**config.mk**
```make
export PLATFORM = sky130hd
export DESIGN_NAME = vga_sync_gen
export DESIGN_NICKNAME = d
export VERILOG_FILES = /design/src/rtl/vga_sync_gen.sv
export SDC_FILE = /design/constraint.sdc
export NUM_CORES = 1
export LEC_CHECK = 0
export BUFFER_PORTS_ARGS = -buffer_cell sky130_fd_sc_hd__buf_4
export CELL_PAD_IN_SITES_DETAIL_PLACEMENT = 1
export CELL_PAD_IN_SITES_GLOBAL_PLACEMENT = 2
export CORE_MARGIN = 1.5
export CORE_UTILIZATION = 38
export DETAILED_ROUTE_END_ITERATION = 12
export GPL_TIMING_DRIVEN = 0
export PLACE_DENSITY_LB_ADDON = 0.3
export SYNTH_ARGS = -nofsm -noshare
export SYNTH_HDL_FRONTEND = slang
export SYNTH_SLANG_ARGS = --single-unit
export TNS_END_PERCENT = 5
```
**constraint.sdc**
```tcl
create_clock -name clk -period 7.1 [get_ports clk]
set_clock_uncertainty 0.15 [all_clocks]
set_input_delay 0.355 -clock clk [delete_from_list [all_inputs] [get_ports clk]]
set_output_delay 0.355 -clock clk [all_outputs]
set_load 0.03 [all_outputs]
```
**src/rtl/vga_sync_gen.sv**
```systemverilog
// vga_sync_gen: 800x600@60 Hz VGA timing generator.
// Produces 1-based column/row counters (c1/c2) for the pixel-control stage,
// a frame_start pulse, and hsync/vsync/de delayed by SYNC_DLY clocks so they
// line up with the control stage's registered rgb.
module vga_sync_gen #(
  parameter int H_SYNC   = 128,
  parameter int H_BACK   = 88,
  parameter int H_ACTIVE = 800,
  parameter int H_FRONT  = 40,
  parameter int V_SYNC   = 4,
  parameter int V_BACK   = 23,
  parameter int V_ACTIVE = 600,
  parameter int V_FRONT  = 1,
  parameter int SYNC_DLY = 4      // legal range 1..8
) (
  input  logic        clk,
  input  logic        rst_n,
  output logic [10:0] c1,
  output logic [10:0] c2,
  output logic        frame_start,
  output logic        hsync,
  output logic        vsync,
  output logic        de
);

  localparam int H_TOTAL = H_SYNC + H_BACK + H_ACTIVE + H_FRONT;
  localparam int V_TOTAL = V_SYNC + V_BACK + V_ACTIVE + V_FRONT;

  // Counter-width copies of the timing boundaries.
  localparam logic [10:0] H_TOT_C  = 11'(H_TOTAL);
  localparam logic [10:0] V_TOT_C  = 11'(V_TOTAL);
  localparam logic [10:0] H_SYNC_C = 11'(H_SYNC);
  localparam logic [10:0] V_SYNC_C = 11'(V_SYNC);
  localparam logic [10:0] H_DE_LO  = 11'(H_SYNC + H_BACK);             // exclusive
  localparam logic [10:0] H_DE_HI  = 11'(H_SYNC + H_BACK + H_ACTIVE);  // inclusive
  localparam logic [10:0] V_DE_LO  = 11'(V_SYNC + V_BACK);             // exclusive
  localparam logic [10:0] V_DE_HI  = 11'(V_SYNC + V_BACK + V_ACTIVE);  // inclusive

  // One bundle per delay-line stage keeps the three sync terms in lockstep.
  typedef struct packed {
    logic hs;
    logic vs;
    logic de;
  } sync_t;

  localparam sync_t SYNC_IDLE = '{hs: 1'b1, vs: 1'b1, de: 1'b0};

  logic [10:0] c1_next;
  logic [10:0] c2_next;
  sync_t       raw;
  sync_t       pipe [SYNC_DLY];

  // Next counter position: leave reset at (1,1), wrap line and frame.
  always_comb begin
    // NOTE: defaults are assigned first so every path drives both signals and
    // no latch is inferred.
    c1_next = c1 + 11'd1;
    c2_next = c2;
    if (c1 == 11'd0) begin
      c1_next = 11'd1;
      c2_next = 11'd1;
    end else if (c1 == H_TOT_C) begin
      c1_next = 11'd1;
      c2_next = (c2 == V_TOT_C) ? 11'd1 : c2 + 11'd1;
    end
  end

  // Undelayed sync/enable terms decoded from the current counter position;
  // the zero (reset) position decodes to the idle values.
  always_comb begin
    raw    = SYNC_IDLE;
    raw.hs = !((c1 != 11'd0) && (c1 <= H_SYNC_C));
    raw.vs = !((c2 != 11'd0) && (c2 <= V_SYNC_C));
    raw.de = (c1 > H_DE_LO) && (c1 <= H_DE_HI) &&
             (c2 > V_DE_LO) && (c2 <= V_DE_HI);
  end

  // Counter and frame_start registers.
  always_ff @(posedge clk or negedge rst_n) begin
    if (!rst_n) begin
      c1          <= 11'd0;
      c2          <= 11'd0;
      frame_start <= 1'b0;
    end else begin
      // NOTE: non-blocking assignments so every register samples the values
      // from before the edge, independent of statement order.
      c1          <= c1_next;
      c2          <= c2_next;
      frame_start <= (c1_next == 11'd1) && (c2_next == 11'd1);
    end
  end

  // SYNC_DLY-deep delay line aligning sync/de with the control stage's rgb.
  always_ff @(posedge clk or negedge rst_n) begin
    if (!rst_n) begin
      // NOTE: unlike a data memory, every stage is reset here: the outputs
      // must show inactive sync/de until the line refills after reset.
      for (int i = 0; i < SYNC_DLY; i++) pipe[i] <= SYNC_IDLE;
    end else begin
      pipe[0] <= raw;
      for (int i = 1; i < SYNC_DLY; i++) pipe[i] <= pipe[i-1];
    end
  end

  assign hsync = pipe[SYNC_DLY-1].hs;
  assign vsync = pipe[SYNC_DLY-1].vs;
  assign de    = pipe[SYNC_DLY-1].de;

endmodule
```
### After elaboration in Yosys (flattened, before gate mapping)

Index checks and enable logic that the tools add are counted.

* bits in registers: 35
* output and inout port bits: 26
* logic and storage cells: 43

* $add $sub $neg: 2
* magnitude comparators: 6
* equality and inequality tests: 4
* mux-type cells: 5
* reductions and logical operators: 11

Operator list (count)
* 11-bit two-way mux: 5
* 11-bit by 1-bit adder with 11-bit output (second input constant): 2
* 11-bit by 1-bit equality test with 1-bit output (second input constant): 2
* 11-bit by 10-bit <= comparator with 1-bit output (second input constant): 2
* 11-bit nonzero test: 2
* 11-bit by 10-bit equality test with 1-bit output (second input constant): 1
* 11-bit equality test (second input constant): 1
* 11-bit by 5-bit > comparator with 1-bit output (second input constant): 1
* 11-bit by 8-bit > comparator with 1-bit output (second input constant): 1
* 11-bit by 3-bit <= comparator with 1-bit output (second input constant): 1
* 11-bit by 8-bit <= comparator with 1-bit output (second input constant): 1
* 11-bit logical NOT: 1
* 1-bit logical AND: 6
* 1-bit logical NOT: 2

### Depth between registers and ports, before layout

* word-level depth: 6
* mapped depth: 8
* mapped depth without buffers: 8

### Least setup slack after synthesis

No wires, ideal clock.

* path type: reg2reg
* start point: register c1[0]
* end point: register frame_start
* setup time: 0.095 ns
* arrival: 2.289 ns
* setup slack: 4.566 ns
* stages on the path, launching flop included: 9
* buffers on the path: 0
* path through: dfrtp_1 > inv_1 > ha_1 > or4b_4 > nor4_4 > nand3_2 > o31ai_1 > a31oi_1 > nor4b_2

* longest elaborated chain between the ends: 5
* elaborated cells between the ends (all ways): 10
* those cells by class: add/sub: 1; eq/ne: 3; mux: 4; reduce/logical: 2

RTL lines
* start: declaration: line 18 `output logic [10:0] c1,`
* start signal: assignment: line 87 `c1 <= c1_next;`
* 11-bit by 1-bit adder with 11-bit output / 11-bit equality test (equally long branches): line 57, 62
* 11-bit two-way mux: line 62 `end else if (c1 == H_TOT_C) begin`
* 11-bit two-way mux: line 59 `if (c1 == 11'd0) begin`
* 11-bit by 1-bit equality test with 1-bit output: line 89 `frame_start <= (c1_next == 11'd1) && (c2_next == 11'd1);`
* 1-bit logical AND (*): line 89
* end signal: assignment: line 89
* end: declaration: line 20 `output logic frame_start,`

Every way passes the cells marked *; elsewhere a longest branch is shown, timed or not.

### Worst setup path after layout

Ends and elaborated chain as after synthesis.

==> out/qor.csv <==
stage,metric,value,unit
floorplanning,die_h,73.7,microns
detailed_routing,wirelength,4600,microns
timing,rsz0062_at_grt,false,
yosys,synth_area_leaders,"dfrtp_1 36%, dfstp_2 11%, xnor2_1 6.5%",
timing,slew_viol_final,0,
pwr,pwr-share-seq,0.574,
finish,drive_gt1_frac,0.274,
pwr,p_leak,1.03,nW
clocking,numCtsBuffers,5,
pwr,clkPwrFrac,0.413,
hold_path,min_to,pipe[8],
setup_path,cp.arrival,2.91,ns
global_route,grt_overflow,0,
floorplanning,core-area,4790,sq um
yosys,syn-num-nets,196,
pwr,combPwrFrac,0.013,
timing,hold_viol,0,
yosys,ys_ff_latch,35,
timing,max_clock_freq,0.349,GHz
setup_path,crit_buf_inv,1,
setup_path,worstPathRequired,7.14,ns
floorplanning,die_area,5430,sq um
hold_path,hold_class,register to register,
setup_path,reg2reg_from,c1[0],
pwr,power_switching,0.0000790,W
yosys,synth_cells,190,
yosys,syn_area,1900,sq um
detailed_routing,dr.pass1.iters,4,
global_route,antenna_found_initial,0,
clocking,clock_path_buffers,2,
yosys,synth_most_common_cell,dfrtp_1,
job,maxCapViolCount,0,
global_route,grtUsageTotal,0.184,
timing,finalSetupViolCount,0,
floorplanning,start_util,0.397,
clocking,clkLatencyLatePin,0.29,ns
setup_path,crit_chain,inv_1 > ha_1 > nor4b_2 > nand2_2 > o31ai_1 > and4bb_1 > or3b_1 > nor4b_2,
yosys,synth_edf_count,0,
floorplanning,rows,25,
yosys,ys_types,50,
pwr,p_sw_frac,0.227,
setup_path,critical_path.top_delay_family,simple AND/OR/NAND/NOR gates,
clocking,cts_tree,done,
placed_design,gp_congestion,0.773,
yosys,synth_commonest_cells,"27 x dfrtp_1, 26 x nor2_1, 14 x xnor2_1, 12 x nand2_1, 10 x inv_1",
detailed_routing,ant_nets,0,
setup_path,cp-end-kind,register,
detailed_routing,viasPerCell,5.15,
run_status,status,finished clean,
setup_path,setup.worst_path.start_class,register,
detailed_routing,drtIter0Drc,23,
yosys,synth.largest_area_cell,dfrtp_1,
detailed_routing,met3_length,104,microns
setup_path,critPathKind,register to register,
clocking,clk_pin_slew,0.08,ns
setup_path,rrSetupSlack,4.23,ns
timing,final.setup.tns,0,ns
finish,multi_input_area,910,sq um
finish,nFillCells,547,
timing,slew_headroom,0.686,
setup_path,crit_cells,8,
placed_design,pre_cts_slack,4.25,ns
detailed_routing,highest-signal-layer,met4,
setup_path,slowest_stage,dfrtp_1,
clocking,clockRootBuffer,clkbuf_8,
yosys,synth.avg_cell_area,10.0,sq um
placed_design,hpwl,3400,microns
timing,period_needed,2.87,ns
global_route,grt_pass1_vias,1558,
pwr,ir_worst_vdd,0.0911,mV
hold_path,hold_depth,0,
global_route,grt_max_degree,36,
setup_path,cpPeakStageDelay,0.44,ns
detailed_routing,met1_length,2260,microns
detailed_routing,routedWlPerCell,15.7,microns
hold_path,hold_start,pipe[11],
placed_design,portBuffers,27,
setup_path,path_max_fanout,7,
setup_path,cp_common_cell,nor4b_2,
floorplanning,die_w,73.7,microns
finish,seq_area,886,sq um
setup_path,worstRegToRegCells,8,
detailed_routing,drc,0,
floorplanning,io-pin-count,28,
yosys,yosysWarnings,0,
detailed_routing,vias,1510,
pwr,intPower,0.000268,W
yosys,synthFlopType,dfrtp_1,
setup_path,r2r_end,frame_start,
yosys,synth_top_area_frac,0.355,
clocking,h-tree-depth,2,
detailed_routing,wl_met2,2180,microns
pwr,finalPower,0.000347,W
finish,n_antenna_cell,0,
yosys,synth-seq-area-share,0.466,
global_route,grt_pass1_wl,7510,microns
clocking,cts.sink_count,35,
finish,layout.nets,231,
timing,worst_pin_slew,0.467,ns
yosys,async_reset_ff_frac,1.00,
pwr,power.density,152,nW/um^2
finish,areaGrowthSynthToFinish,20.3,%
timing,timing.final.crit_share,0.404,
timing,setup_slack,4.23,ns
## metrics by stage
stage	instances	hold WS, ns	util	area, sq um
floorplan	190	-0.0906	-	1900
global route	293	0.213	0.478	2290
detailed placement	284	0.183	0.457	2190
global placement	284	0.173	0.457	2190
CTS	293	0.212	0.478	2290
finish	293	0.209	0.478	2290
## area by class of cell
class | count | share of cell area
repair buffers | 28 | 0.0930
plain buffers | 10 | 0.0296
inverters | 10 | 0.0164
flip-flops and latches | 35 | 0.388
clock buffers | 5 | 0.0301
well taps | 67 | 0.0367
multi-input cells | 135 | 0.398
clock inverters | 3 | 0.00876
## layer usage
layer | global-route usage | vias to the layer above
li1 | - | 722
met5 | 0 | -
met4 | 0.0617 | 0
met2 | 0.291 | 18
met1 | 0.246 | 763
met3 | 0.0412 | 7
## power groups by stage
stage	clock (W)	sequential, W	combinational [W]
after floorplan	0	0.000203	0.000000000400
after detailed placement	0	0.000203	0.00000441
after CTS	0.000151	0.000199	0.00000482
final	0.000143	0.000200	0.00000444
after global placement	0	0.000203	0.00000422
after global routing	0.000156	0.000199	0.00000519
## kinds of logic (layout without fill, tap and decap cells)
kind of cell / after synthesis / count (layout) / synth area share
XOR/XNOR: 22 / 22 / 0.101
multiplexers: 1 / 1 / 0.00527
AO/OA/AOI/OAI: 23 / 23 / 0.0836
AND/OR/NAND/NOR: 85 / 85 / 0.262
buffers and inverters: 20 / 56 / 0.0553
adder cells (fa/ha/maj): 4 / 4 / 0.0263
flip-flops: 35 / 35 / 0.466
## worst max path at each step
stage	start	end	slack, ns
2_1_floorplan	c1[0]	frame_start	4.57
3_5_place_dp	c1[0]	frame_start	4.25
4_1_cts	c1[0]	frame_start	4.20
6_report	c1[0]	frame_start	4.23
3_3_place_gp	c1[0]	frame_start	4.31
5_1_grt	c1[0]	frame_start	3.99
## worst reg2reg max path: stages (launching register included)
cell      delay [ns]
dfrtp_1         0.44
inv_1           0.08
ha_1            0.19
nor4b_2         0.39
nand2_2         0.19
o31ai_1         0.38
and4bb_1        0.23
or3b_1          0.41
nor4b_2         0.30
## repair_timing
| action | CTS | global route |
|---|---|---|
| hold buffers | 1 | 0 |
| resized for setup | 0 | 0 |
| hold endpoints to repair | 27 | 0 |
| buffers inserted | 0 | 0 |
## flip-flops by register name (all words and copies together), names as in the netlist
| name | count |
|---|---|
| c2 | 11 |
| c1 | 11 |
| de | 1 |
| pipe | 9 |
| hsync | 1 |
| vsync | 1 |
| frame_start | 1 |
## cells in the final DEF, fill, tap and decap left out, drive strengths merged, types with 3 or more instances in the layout
cell,count
nor3,7
nand4,3
a31oi,3
dfstp,8
or4,3
inv,10
dfrtp,27
xnor2,14
ha,4
nand2,13
nor2,26
nand3,10
nor4,4
clkbuf,8
a21oi,5
xor2,8
o21ai,3
buf,34
Note: power is estimated with default switching activity, not from simulation.
